### src/rtl/clock_pkg.sv
// Wrap limits and load-validation helper shared by the time counter and the 1 Hz tick generator.
package clock_pkg;

  localparam logic [7:0]  SEC_MAX  = 8'h59;
  localparam logic [7:0]  MIN_MAX  = 8'h59;
  localparam logic [7:0]  HOUR_MAX = 8'h23;
  localparam int unsigned TICK_DIV = 50_000_000;

  typedef struct packed {
    logic [7:0] hh;
    logic [7:0] mm;
    logic [7:0] ss;
  } bcd_time_t;

  // With both nibbles <= 9 a plain binary compare orders BCD values correctly.
  function automatic logic bcd_in_range(input logic [7:0] v, input logic [7:0] max);
    return (v[7:4] <= 4'd9) && (v[3:0] <= 4'd9) && (v <= max);
  endfunction

endpackage

### src/rtl/time_counter_if.sv
// Tick/load request and time/status bundle between the clock controller and the time counter.
interface time_counter_if;
  logic       tick;
  logic       set_en;
  logic [7:0] set_hh;
  logic [7:0] set_mm;
  logic [7:0] set_ss;
  logic       set_ack;
  logic       set_err;
  logic [7:0] hour_bcd;
  logic [7:0] min_bcd;
  logic [7:0] sec_bcd;
  logic       day_tick;

  modport master (
    output tick, set_en, set_hh, set_mm, set_ss,
    input  set_ack, set_err, hour_bcd, min_bcd, sec_bcd, day_tick
  );

  modport slave (
    input  tick, set_en, set_hh, set_mm, set_ss,
    output set_ack, set_err, hour_bcd, min_bcd, sec_bcd, day_tick
  );
endinterface

### src/rtl/bcd_mod_counter.sv
// Two-digit BCD counter wrapping at max to 00; load has priority over inc.
module bcd_mod_counter (
  input  logic       clk,
  input  logic       rst,
  input  logic       inc,
  input  logic       load,
  input  logic [7:0] load_val,
  input  logic [7:0] max,
  output logic [7:0] value,
  output logic       carry
);

  logic [7:0] r_value;
  logic [7:0] w_next;

  always_comb begin
    w_next = r_value;
    if (r_value == max)
      w_next = '0;
    else if (r_value[3:0] == 4'd9)
      w_next = {r_value[7:4] + 4'd1, 4'd0};
    else
      w_next = {r_value[7:4], r_value[3:0] + 4'd1};
  end

  always_ff @(posedge clk) begin
    if (!rst)
      r_value <= '0;
    else if (load)
      r_value <= load_val;
    else if (inc)
      r_value <= w_next;
  end

  // Combinational so the next stage increments on the same edge.
  assign carry = inc && (r_value == max);
  assign value = r_value;

endmodule

### src/rtl/time_counter.sv
// HH:MM:SS BCD time-of-day counter with validated load and day rollover strobe.
module time_counter
  import clock_pkg::*;
(
  input  logic          clk,
  input  logic          rst,
  time_counter_if.slave bus
);

  logic       w_load_ok;
  logic       w_load;
  logic       w_sec_inc;
  logic       w_sec_carry;
  logic       w_min_carry;
  logic       w_hour_carry;
  logic [7:0] w_sec;
  logic [7:0] w_min;
  logic [7:0] w_hour;
  logic       r_ack;
  logic       r_err;
  logic       r_day_tick;

  assign w_load_ok = bcd_in_range(bus.set_hh, HOUR_MAX) &&
                     bcd_in_range(bus.set_mm, MIN_MAX)  &&
                     bcd_in_range(bus.set_ss, SEC_MAX);
  assign w_load    = bus.set_en && w_load_ok;
  // An accepted load swallows a coincident tick so no carry or day_tick can escape.
  assign w_sec_inc = bus.tick && !w_load;

  bcd_mod_counter u_sec (
    .clk      (clk),
    .rst      (rst),
    .inc      (w_sec_inc),
    .load     (w_load),
    .load_val (bus.set_ss),
    .max      (SEC_MAX),
    .value    (w_sec),
    .carry    (w_sec_carry)
  );

  bcd_mod_counter u_min (
    .clk      (clk),
    .rst      (rst),
    .inc      (w_sec_carry),
    .load     (w_load),
    .load_val (bus.set_mm),
    .max      (MIN_MAX),
    .value    (w_min),
    .carry    (w_min_carry)
  );

  bcd_mod_counter u_hour (
    .clk      (clk),
    .rst      (rst),
    .inc      (w_min_carry),
    .load     (w_load),
    .load_val (bus.set_hh),
    .max      (HOUR_MAX),
    .value    (w_hour),
    .carry    (w_hour_carry)
  );

  always_ff @(posedge clk) begin
    if (!rst) begin
      r_ack      <= 1'b0;
      r_err      <= 1'b0;
      r_day_tick <= 1'b0;
    end else begin
      r_ack      <= w_load;
      r_err      <= bus.set_en && !w_load_ok;
      r_day_tick <= w_hour_carry;
    end
  end

  assign bus.set_ack  = r_ack;
  assign bus.set_err  = r_err;
  assign bus.day_tick = r_day_tick;
  assign bus.sec_bcd  = w_sec;
  assign bus.min_bcd  = w_min;
  assign bus.hour_bcd = w_hour;

endmodule

### src/flat_wrapper.sv
// flat-port wrapper written by rule: the top's interface ports become plain ports
module time_counter_flat import clock_pkg::*;
  (clk, rst, bus_tick, bus_set_en, bus_set_hh, bus_set_mm, bus_set_ss, bus_set_ack, bus_set_err, bus_hour_bcd, bus_min_bcd, bus_sec_bcd, bus_day_tick);
  time_counter_if bus_i ();
  input  logic clk;
  input  logic rst;
  input wire logic [$bits(bus_i.tick)-1:0] bus_tick;
  input wire logic [$bits(bus_i.set_en)-1:0] bus_set_en;
  input wire logic [$bits(bus_i.set_hh)-1:0] bus_set_hh;
  input wire logic [$bits(bus_i.set_mm)-1:0] bus_set_mm;
  input wire logic [$bits(bus_i.set_ss)-1:0] bus_set_ss;
  output wire logic [$bits(bus_i.set_ack)-1:0] bus_set_ack;
  output wire logic [$bits(bus_i.set_err)-1:0] bus_set_err;
  output wire logic [$bits(bus_i.hour_bcd)-1:0] bus_hour_bcd;
  output wire logic [$bits(bus_i.min_bcd)-1:0] bus_min_bcd;
  output wire logic [$bits(bus_i.sec_bcd)-1:0] bus_sec_bcd;
  output wire logic [$bits(bus_i.day_tick)-1:0] bus_day_tick;
  assign bus_i.tick = bus_tick;
  assign bus_i.set_en = bus_set_en;
  assign bus_i.set_hh = bus_set_hh;
  assign bus_i.set_mm = bus_set_mm;
  assign bus_i.set_ss = bus_set_ss;
  assign bus_set_ack = bus_i.set_ack;
  assign bus_set_err = bus_i.set_err;
  assign bus_hour_bcd = bus_i.hour_bcd;
  assign bus_min_bcd = bus_i.min_bcd;
  assign bus_sec_bcd = bus_i.sec_bcd;
  assign bus_day_tick = bus_i.day_tick;
  time_counter u_core (.clk(clk), .rst(rst), .bus(bus_i));
endmodule
### config.mk
export PLATFORM = sky130hd
export DESIGN_NAME = time_counter_flat
export DESIGN_NICKNAME = d
export VERILOG_FILES = /design/src/rtl/clock_pkg.sv /design/src/rtl/time_counter_if.sv /design/src/rtl/bcd_mod_counter.sv /design/src/rtl/time_counter.sv /design/src/flat_wrapper.sv
export SDC_FILE = /design/constraint.sdc
export NUM_CORES = 1
export LEC_CHECK = 0
export CAP_MARGIN = 10
export CORE_ASPECT_RATIO = 0.8
export CORE_MARGIN = 4
export CORE_UTILIZATION = 45
export CTS_CLUSTER_DIAMETER = 30
export DETAILED_ROUTE_END_ITERATION = 8
export GPL_TIMING_DRIVEN = 0
export HOLD_SLACK_MARGIN = 0.03
export PLACE_DENSITY = 0.88
export SYNTH_ARGS = -nofsm -noshare
export SYNTH_HDL_FRONTEND = slang
export SYNTH_SLANG_ARGS = --single-unit
### constraint.sdc
create_clock -name clk -period 3.3 [get_ports clk]
set_clock_uncertainty 0.1 [all_clocks]
set_input_delay 0.66 -clock clk [delete_from_list [all_inputs] [get_ports clk]]
set_output_delay 0.66 -clock clk [all_outputs]
set_load 0.005 [all_outputs]
After elaboration in Yosys (flattened, before gate mapping)
Index checks and enable logic that the tools add are counted.
{ "word_totals": {"mem_bits_rw": 0, "latch_bits": 0, "regBits": 27, "wordCells": 67, "romBits": 0, "input_bits": 28, "output_inout_bits": 27, "n_memories": 0} }
{ "op_classes": {"muxes": 12, "order_cmp": 9, "addsub": 6, "n_eq_ne": 6, "bitwise": 0, "n_reduce_logical": 25, "multipliers": 0, "n_shift": 0, "div": 0} }
{ "ops": {"columns": ["cell", "count"], "rows": [
  ["8-bit 2-to-1 mux", 12],
  ["4-bit by 1-bit adder with 4-bit output, second input constant", 6],
  ["4-bit <= comparator, second input constant", 6],
  ["8-bit by 7-bit == test with 1-bit output, second input constant", 2],
  ["8-bit by 7-bit <= comparator with 1-bit output, second input constant", 2],
  ["1-bit logical AND", 14],
  ["4-bit == test, second input constant", 3],
  ["3-bit nonzero test", 3],
  ["8-bit by 6-bit == test with 1-bit output, second input constant", 1],
  ["8-bit by 6-bit <= comparator with 1-bit output, second input constant", 1],
  ["2-bit AND reduction", 3],
  ["2-bit nonzero test", 3],
  ["1-bit zero test", 2]
]} }

Logic depth before layout (Yosys ltp)
{ "logic_depth": {"depth_word": 12, "ltp_mapped": 9, "ltp_nobuf": 7} }

Modules after synthesis
Synthesis repeated with hierarchy kept, for this count alone.
{ "hier_totals": {"hier_cells": 268, "hier_area_um2": 2127.0} }
{ "modules_own_cells": {"columns": ["module", "instances", "area_each_um2", "cells_each"], "rows": [
  ["bcd_mod_counter", 3, 654.4, 83],
  ["time_counter", 1, 163.9, 19]
]} }

Least setup slack after synthesis
OpenSTA, ideal clock, no wires.
{ "synth_path": {"kind": "input to register", "from": "input port bus_set_hh[7]", "to": "register u_core.u_min.r_value[5], in the netlist u_core.u_min.value[5]", "slack_ps": 1126, "n_path_buf": 2, "setup_time_ps": 116, "arrival_time_ps": 1958, "required_ps": 3084, "path_stages": 6, "path_cell_list": "nor4_1 -> nand2_1 -> or4_4 -> buf_6 -> buf_6 -> o211a_1"} }
{ "synth_via": {"elab_chain_len": 11, "elab_cells_between_ends": 14, "cone_classes": "2 x order compare; 1 x mux; 11 x reduce/logical"} }
{ "synth_rtl": {"columns": ["item", "line_no", "source"], "rows": [
  ["start: declaration", "flat_wrapper.sv:9", "input wire logic [$bits(bus_i.set_hh)-1:0] bus_set_hh;"],
  ["parallel branches: the longest is 2 deep, another holds 8-bit by 6-bit <= comparator with 1-bit output", null, null],
  ["1-bit logical AND (*)", "clock_pkg.sv:17", "return (v[7:4] <= 4'd9) && (v[3:0] <= 4'd9) && (v <= max);"],
  ["1-bit logical AND (*)", "time_counter.sv:23", "assign w_load_ok = bcd_in_range(bus.set_hh, HOUR_MAX) &&"],
  ["1-bit logical AND (*)", "time_counter.sv:24", "bcd_in_range(bus.set_mm, MIN_MAX) &&"],
  ["1-bit logical AND (*)", "time_counter.sv:26", "assign w_load = bus.set_en && w_load_ok;"],
  ["1-bit zero test", "time_counter.sv:28", "assign w_sec_inc = bus.tick && !w_load;"],
  ["1-bit logical AND", "time_counter.sv:28", null],
  ["1-bit logical AND", "bcd_mod_counter.sv:36", "assign carry = inc && (r_value == max);"],
  ["2-bit nonzero test (no line)", null, null],
  ["2-bit AND reduction (no line)", null, null],
  ["end signal: assignment", "bcd_mod_counter.sv:30", "r_value <= load_val;"],
  ["end signal: assignment", "bcd_mod_counter.sv:32", "r_value <= w_next;"],
  ["end: declaration", "bcd_mod_counter.sv:13", "logic [7:0] r_value;"]
]} }
Mark *: on every way between the ends.
A chain may end at the register's enable or synchronous reset.

Final worst setup path
{ "layout_path": {"from": "input port bus_set_mm[5]", "to": "register u_core.u_min.r_value[6], in the netlist u_core.u_min.value[6]"} }
{ "layout_via": {"elab_chain_len": 11, "elab_cells_between_ends": 14, "cone_classes": "2 x order compare; 1 x mux; 11 x reduce/logical"} }
{ "layout_rtl": {"columns": ["item", "line_no", "source"], "rows": [
  ["start: declaration", "flat_wrapper.sv:10", "input wire logic [$bits(bus_i.set_mm)-1:0] bus_set_mm;"],
  ["parallel branches: the longest is 2 deep, another holds 8-bit by 7-bit <= comparator with 1-bit output", null, null],
  ["1-bit logical AND (*)", "clock_pkg.sv:17", null],
  ["1-bit logical AND (*)", "time_counter.sv:23", null],
  ["1-bit logical AND (*)", "time_counter.sv:24", null],
  ["1-bit logical AND (*)", "time_counter.sv:26", null],
  ["1-bit zero test", "time_counter.sv:28", null],
  ["1-bit logical AND", "time_counter.sv:28", null],
  ["1-bit logical AND", "bcd_mod_counter.sv:36", null],
  ["2-bit nonzero test (no line)", null, null],
  ["2-bit AND reduction (no line)", null, null]
]} }
Marked as above.

==> impl_results.md <==
- Status: finished, final reports clean
- Synth top area cells: dfxtp_1, ha_1, nor2_1, o21ai_0, a211oi_1
- DPL Wire Length: 3.40 mm
- Hold Violations, Final: 0
- Die X: 76.3 um
- Adder-cell area share of the yosys netlist: 7.45%
- Combinational power share: 12.8%
- Pre-antenna DRT Iters: 4
- Vias in the first global route: around 1700
- Post-route ant nets: 0
- DRC Markers: 0
- Ant. Diodes: 0
- H-tree Lvls: 1
- Number of synthesized flops with an enable pin: 0
- Vias/cell: roughly 5.7
- Endpoint class of the critical path: flip-flop
- Initial Utilization: between 40% and 50%
- Hold depth: 2
- CTS tree: done
- Die Area: about 0.0048 mm^2
- Gr ovfl total: 0
- Crit path launch type: primary input
- Mux contribution to synthesized area: about 3.7%
- MaxCap Viol Count: 0
- Peak supply drop: ~0.00024 V
- Sw frac: between 20% and 30%
- PostCTS Resize Cnt: 0
- # setup viols final: 0
- Setup TNS: 0 ns
- Layout area overhead: 37.6%
- Internal power: ~0.00047 W
- Reg2reg end: u_core.u_hour.value[4]$_SDFFE_PN0P_
- Hold-fix buffers, CTS: 0
- Synth Area in XOR/XNOR: roughly 1.6%
- Req. time, crit path: ~3.4 ns
- Worst r2r src: u_core.u_min.value[0]$_SDFFE_PN0P_
- All-layer global routing usage: between 10% and 20%
- Min-Delay Path Class: flip-flop to flip-flop
- Worst EP arrival: 2.55 ns
- Hold Crit Start: u_core.u_sec.value[7]$_SDFFE_PN0P_
- Synth cell count leaders: nor2_1, dfxtp_1, nand2_1, o21ai_0
- Row count: 19
- Initial DRC count: between 100 and 150
- Worst Setup Path Type: primary input to flip-flop
- Synthesized netlist net count: approximately 240
- Post-Layout Inst Area: around 0.0023 mm^2
- Tot Pwr: about 0.00062 W
- Fraction of layout cells with a size suffix above 1: under 10%
- Nets: between 200 and 300
- R2r setup slk: about 1.1 ns
- Largest net degree at the start of global routing: 17
- DR vias: ~1700
- Slew HR: 67.0%
- # IOs: 55
- Crit path time final: 2.47 ns
- Clock power frac: roughly a third
- Netlist cell types: between 40 and 50
- Reg power frac: between 50% and 60%
- Clk buf depth: 2
- WL/cell: about 15 um
- Synthesized cell area: around 0.0017 mm^2
- Slew Viols, Final: 0
- Compound-Gate Fraction of Synth Area: 22.1%
- Post-CTS setup buffer count: 0
- Main flop type after synthesis: dfxtp_1
- PwrDens: ~270 mW/mm^2
- Dpl cell area: around 0.0023 mm^2
- Syn avg cell area: approximately 8.5 um^2
- Most frequent cell after synthesis: nor2_1
- Area leader, netlist: dfxtp_1
- CTS Buf Count: 3
- CP max FO: 10
- Clock sinks: 27
- Post-synth ARST share: 0%
- Clock transition at the registers of the reported paths: approximately 0.11 ns
- Clk_lat worst skew: 0.29 ns
- Worst R2R Path Depth: 8
- Global-route wire length before repair: between 7 and 8 mm
- Yosys top cell area share: between 30% and 40%
- Yosys warns: 0
- Sequential area share after synthesis: 32.2%
- Tcrit/Tclk final: 74.7%
- Cells after Synth: 198
- Routed WL: around 4.4 mm
- Switching pwr: 0.000154 W
- Actual slew at the worst max-slew pin: ~0.50 ns
- Root Buffer: clkbuf_8
- Synth Area in Simple Gates: 26.7%
- IO Port Bufs: between 50 and 60
- Initial antenna violation count: 0
- GP Congestion: between 0.8 and 0.9
- Die height: between 60 and 70 um
- Core area: ~0.0035 mm^2
- RSZ-0062 raised after global routing: false
- Flops & latches, synth: 27
- Highest Clock Rate: between 400 and 500 MHz
- P_leak: approximately 0.90 nW
- Largest family of logic cells by synthesized area: simple AND/OR/NAND/NOR gates
- Hold Path Sink: u_core.u_sec.value[7]$_SDFFE_PN0P_
==> cells in the final DEF (no fill, tap or decap), drive strengths merged, types with 3 or more instances in the layout <==
cell / n
a211oi: 10
a21oi: 9
a31oi: 3
and3b: 4
buf: 5
clkbuf: 8
clkdlybuf4s50: 53
dfxtp: 27
ha: 10
inv: 8
mux2i: 5
nand2: 17
nand3: 4
nand3b: 5
nor2: 30
nor3: 3
nor4: 3
o211a: 3
o21ai: 17
==> metal layers <==
metal  GRT usage (%)  up-vias  wire [um]
met5               0        -          0
met4            5.88        0         38
met3            5.76        4        335
met2            32.5       63       2100
met1            20.2      778       1880
li1                -      836          -
==> worst max path at each step <==
stage,cells after the start,endpoint,start,slack (ns)
2_1_floorplan,6,u_core.u_min.value[5]$_SDFFE_PN0P_,bus_set_hh[7],1.13
3_3_place_gp,8,u_core.u_min.value[6]$_SDFFE_PN0P_,bus_set_mm[5],0.58
3_5_place_dp,8,u_core.u_min.value[6]$_SDFFE_PN0P_,bus_set_mm[5],0.54
4_1_cts,8,u_core.u_min.value[6]$_SDFFE_PN0P_,bus_set_mm[5],0.85
5_1_grt,8,u_core.u_min.value[6]$_SDFFE_PN0P_,bus_set_mm[5],0.76
6_report,8,u_core.u_min.value[6]$_SDFFE_PN0P_,bus_set_mm[5],0.83
==> kinds of logic after synthesis <==
| kind of cell | Yosys count |
|---|---|
| AND/OR/NAND/NOR | 80 |
| flip-flops | 27 |
| adder cells (fa/ha/maj) | 10 |
| multiplexers | 6 |
| buffers and inverters | 18 |
| XOR/XNOR | 3 |
| AO/OA/AOI/OAI | 54 |
==> sequential cells by signal, indices dropped and copies added, names as in the netlist <==
| signal | cells |
|---|---|
| u_core.u_hour.value | 8 |
| u_core.u_min.value | 8 |
| u_core.u_sec.value | 8 |
| u_core.bus.day_tick | 1 |
| u_core.bus.set_ack | 1 |
| u_core.bus.set_err | 1 |
==> power by group through the flow <==
stage	Clock [W]	Combinational (W)	Sequential, W
global route	0.000216	0.0000859	0.000336
global placement	0	0.0000778	0.000343
detailed placement	0	0.0000792	0.000343
CTS	0.000204	0.0000795	0.000335
floorplan	0	0.0000281	0.000343
finish	0.000204	0.0000795	0.000335
==> critical path, stage by stage <==
cell             delay (ns)
clkdlybuf4s50_1        0.43
a22oi_1                0.29
nand2_1                0.12
or4_4                  0.53
buf_6                  0.15
buf_6                  0.14
o21ai_0                0.17
a31oi_1                0.06
==> through the flow <==
stage | util (%) | worst slack, ns | hold WS (ns) | instances
floorplan | - | 1.13 | 0.394 | 198
global placement | 64.3 | 0.575 | 0.395 | 293
detailed placement | 64.3 | 0.540 | 0.422 | 293
CTS | 65.7 | 0.849 | 0.439 | 297
global route | 65.7 | 0.761 | 0.480 | 297
finish | 65.7 | 0.835 | 0.435 | 297
==> final cells by class <==
| type | instances | area [um^2] |
|---|---|---|
| well taps | 42 | 52.6 |
| flip-flops and latches | 27 | 541 |
| plain buffers | 10 | 76.3 |
| multi-input cells | 153 | 1030 |
| clock inverters | 1 | 7.51 |
| inverters | 8 | 30.0 |
| fillers | 299 | 1210 |
| repair buffers | 53 | 531 |
| clock buffers | 3 | 41.3 |
(Power assumes the default switching activity.)
==> RTL edit, RTL diff (same flow settings) <==
Reset style: asynchronous (`rst`), changed in 2 clocked blocks.
--- a/src/rtl/bcd_mod_counter.sv
+++ b/src/rtl/bcd_mod_counter.sv
@@ -24,5 +24,5 @@
   end
 
-  always_ff @(posedge clk) begin
+  always_ff @(posedge clk or negedge rst) begin
     if (!rst)
       r_value <= '0;
--- a/src/rtl/time_counter.sv
+++ b/src/rtl/time_counter.sv
@@ -61,5 +61,5 @@
   );
 
-  always_ff @(posedge clk) begin
+  always_ff @(posedge clk or negedge rst) begin
     if (!rst) begin
       r_ack      <= 1'b0;
Behaviour: differs if rst is asserted again (counterexample within 4 cycles, from zero or initial values and one cycle with rst low); with rst held inactive, the same outputs for 10 cycles.
==> RTL edit against the original RTL <==
Global-route usage shrank 0.091 points. Cell count shrank 1.7%. Design area rose by 2.3%. Setup slack lost 0.089 ns. Core utilization up 0.60 points. Routed wire length shrank 2.3%. Non-clock buffer count down 3. Area after synthesis is 2.8% higher. Sequential cell count unchanged. Critical endpoint is now u_core.u_min.value[0].
Power is not compared: it rests on default switching activity, and its combinational part moved more than twofold at a synthesized area within 25%.
==> RTL edit: results (changes against the original RTL) <==
Status: complete, no violations (unchanged)
Main synth FF type: dfrtp_1 (was dfxtp_1)
Total track usage: 0.180 (was 0.181)
Post-synth top cells: 32 x nand2_1, 27 x dfrtp_1, 24 x o21ai_0 (was 30 x nor2_1, 27 x dfxtp_1, 17 x nand2_1, 17 x o21ai_0)
Met1 Track Usage GR: 0.246 (was 0.202)
Worst setup path start: bus_set_mm[1] (was bus_set_mm[5])
Tcrit/Tclk final: 0.774 (was 0.747)
Smallest hold slack: 0.273 ns (was 0.435 ns)
Largest net degree at the start of global routing: 28 (was 17)
Register area share after synthesis: 0.392 (was 0.322)
Total Wirelength: 4250 um (was 4350 um)
Vias in the first global route: 1571 (was 1651)
GR Layer Usage met2: 0.292 (was 0.325)
Layout cells sized above 1: 0.0880 (was 0.0745)
Setup WS pre-CTS: 0.452 ns (was 0.540 ns)
HP Class: in -> async (was reg -> reg)
Critical-path top delay cell: nor4b_4 (was or4_4)
Number of buffers added on ports: 54 (was 53)
Avg WL per Cell: 14.6 um (about the same)
FF-to-FF End: u_core.u_hour.value[5] (was u_core.u_hour.value[4])
CP Capture Point: u_core.u_min.value[0] (was u_core.u_min.value[6])
Reg2Reg Depth: 7 (was 8)
Post-DP Area: 2320 um^2 (was 2260 um^2)
Synth top area cells: dfrtp_1 39%, ha_1 7.3%, o21ai_0 7.0% (was dfxtp_1 32%, ha_1 7.5%, nor2_1 6.7%)
Vias per inst: 5.65 (was 5.66)
DP Wirelength: 3270 um (was 3400 um)
Worst path max stage delay: 0.56 ns (was 0.53 ns)
[RTL edit: kinds of logic after synthesis]
| group | after synthesis | share of synthesized area |
|---|---|---|
| mux | 6 | 0.0363 |
| flops | 27 | 0.392 |
| buf+inv | 17 | 0.0529 |
| simple gates | 79 | 0.270 |
| compound gates | 50 | 0.162 |
| fa+ha+maj | 10 | 0.0725 |
| xor+xnor | 3 | 0.0152 |
[RTL edit: layout make-up]
type	instances	area, um^2
clock buffer	3	41.3
clock inverter	1	8.76
sequential	27	676
fill	304	1200
inverter	11	41.3
tap	42	52.6
timing repair buffer	54	536
multi-input combinational	148	958
buffer	6	50.0
[RTL edit: critical path: cells and delay by family]
family	cells	cell delay [ns]
AO/OA/AOI/OAI	2	0.46
buffers and inverters	2	0.76
AND/OR/NAND/NOR	2	0.72
[RTL edit: per-layer routing]
layer	vias to the layer above	share of wire
met5	-	0
li1	800	-
met1	780	0.45
met2	65	0.46
met3	4	0.086
met4	0	0.0047
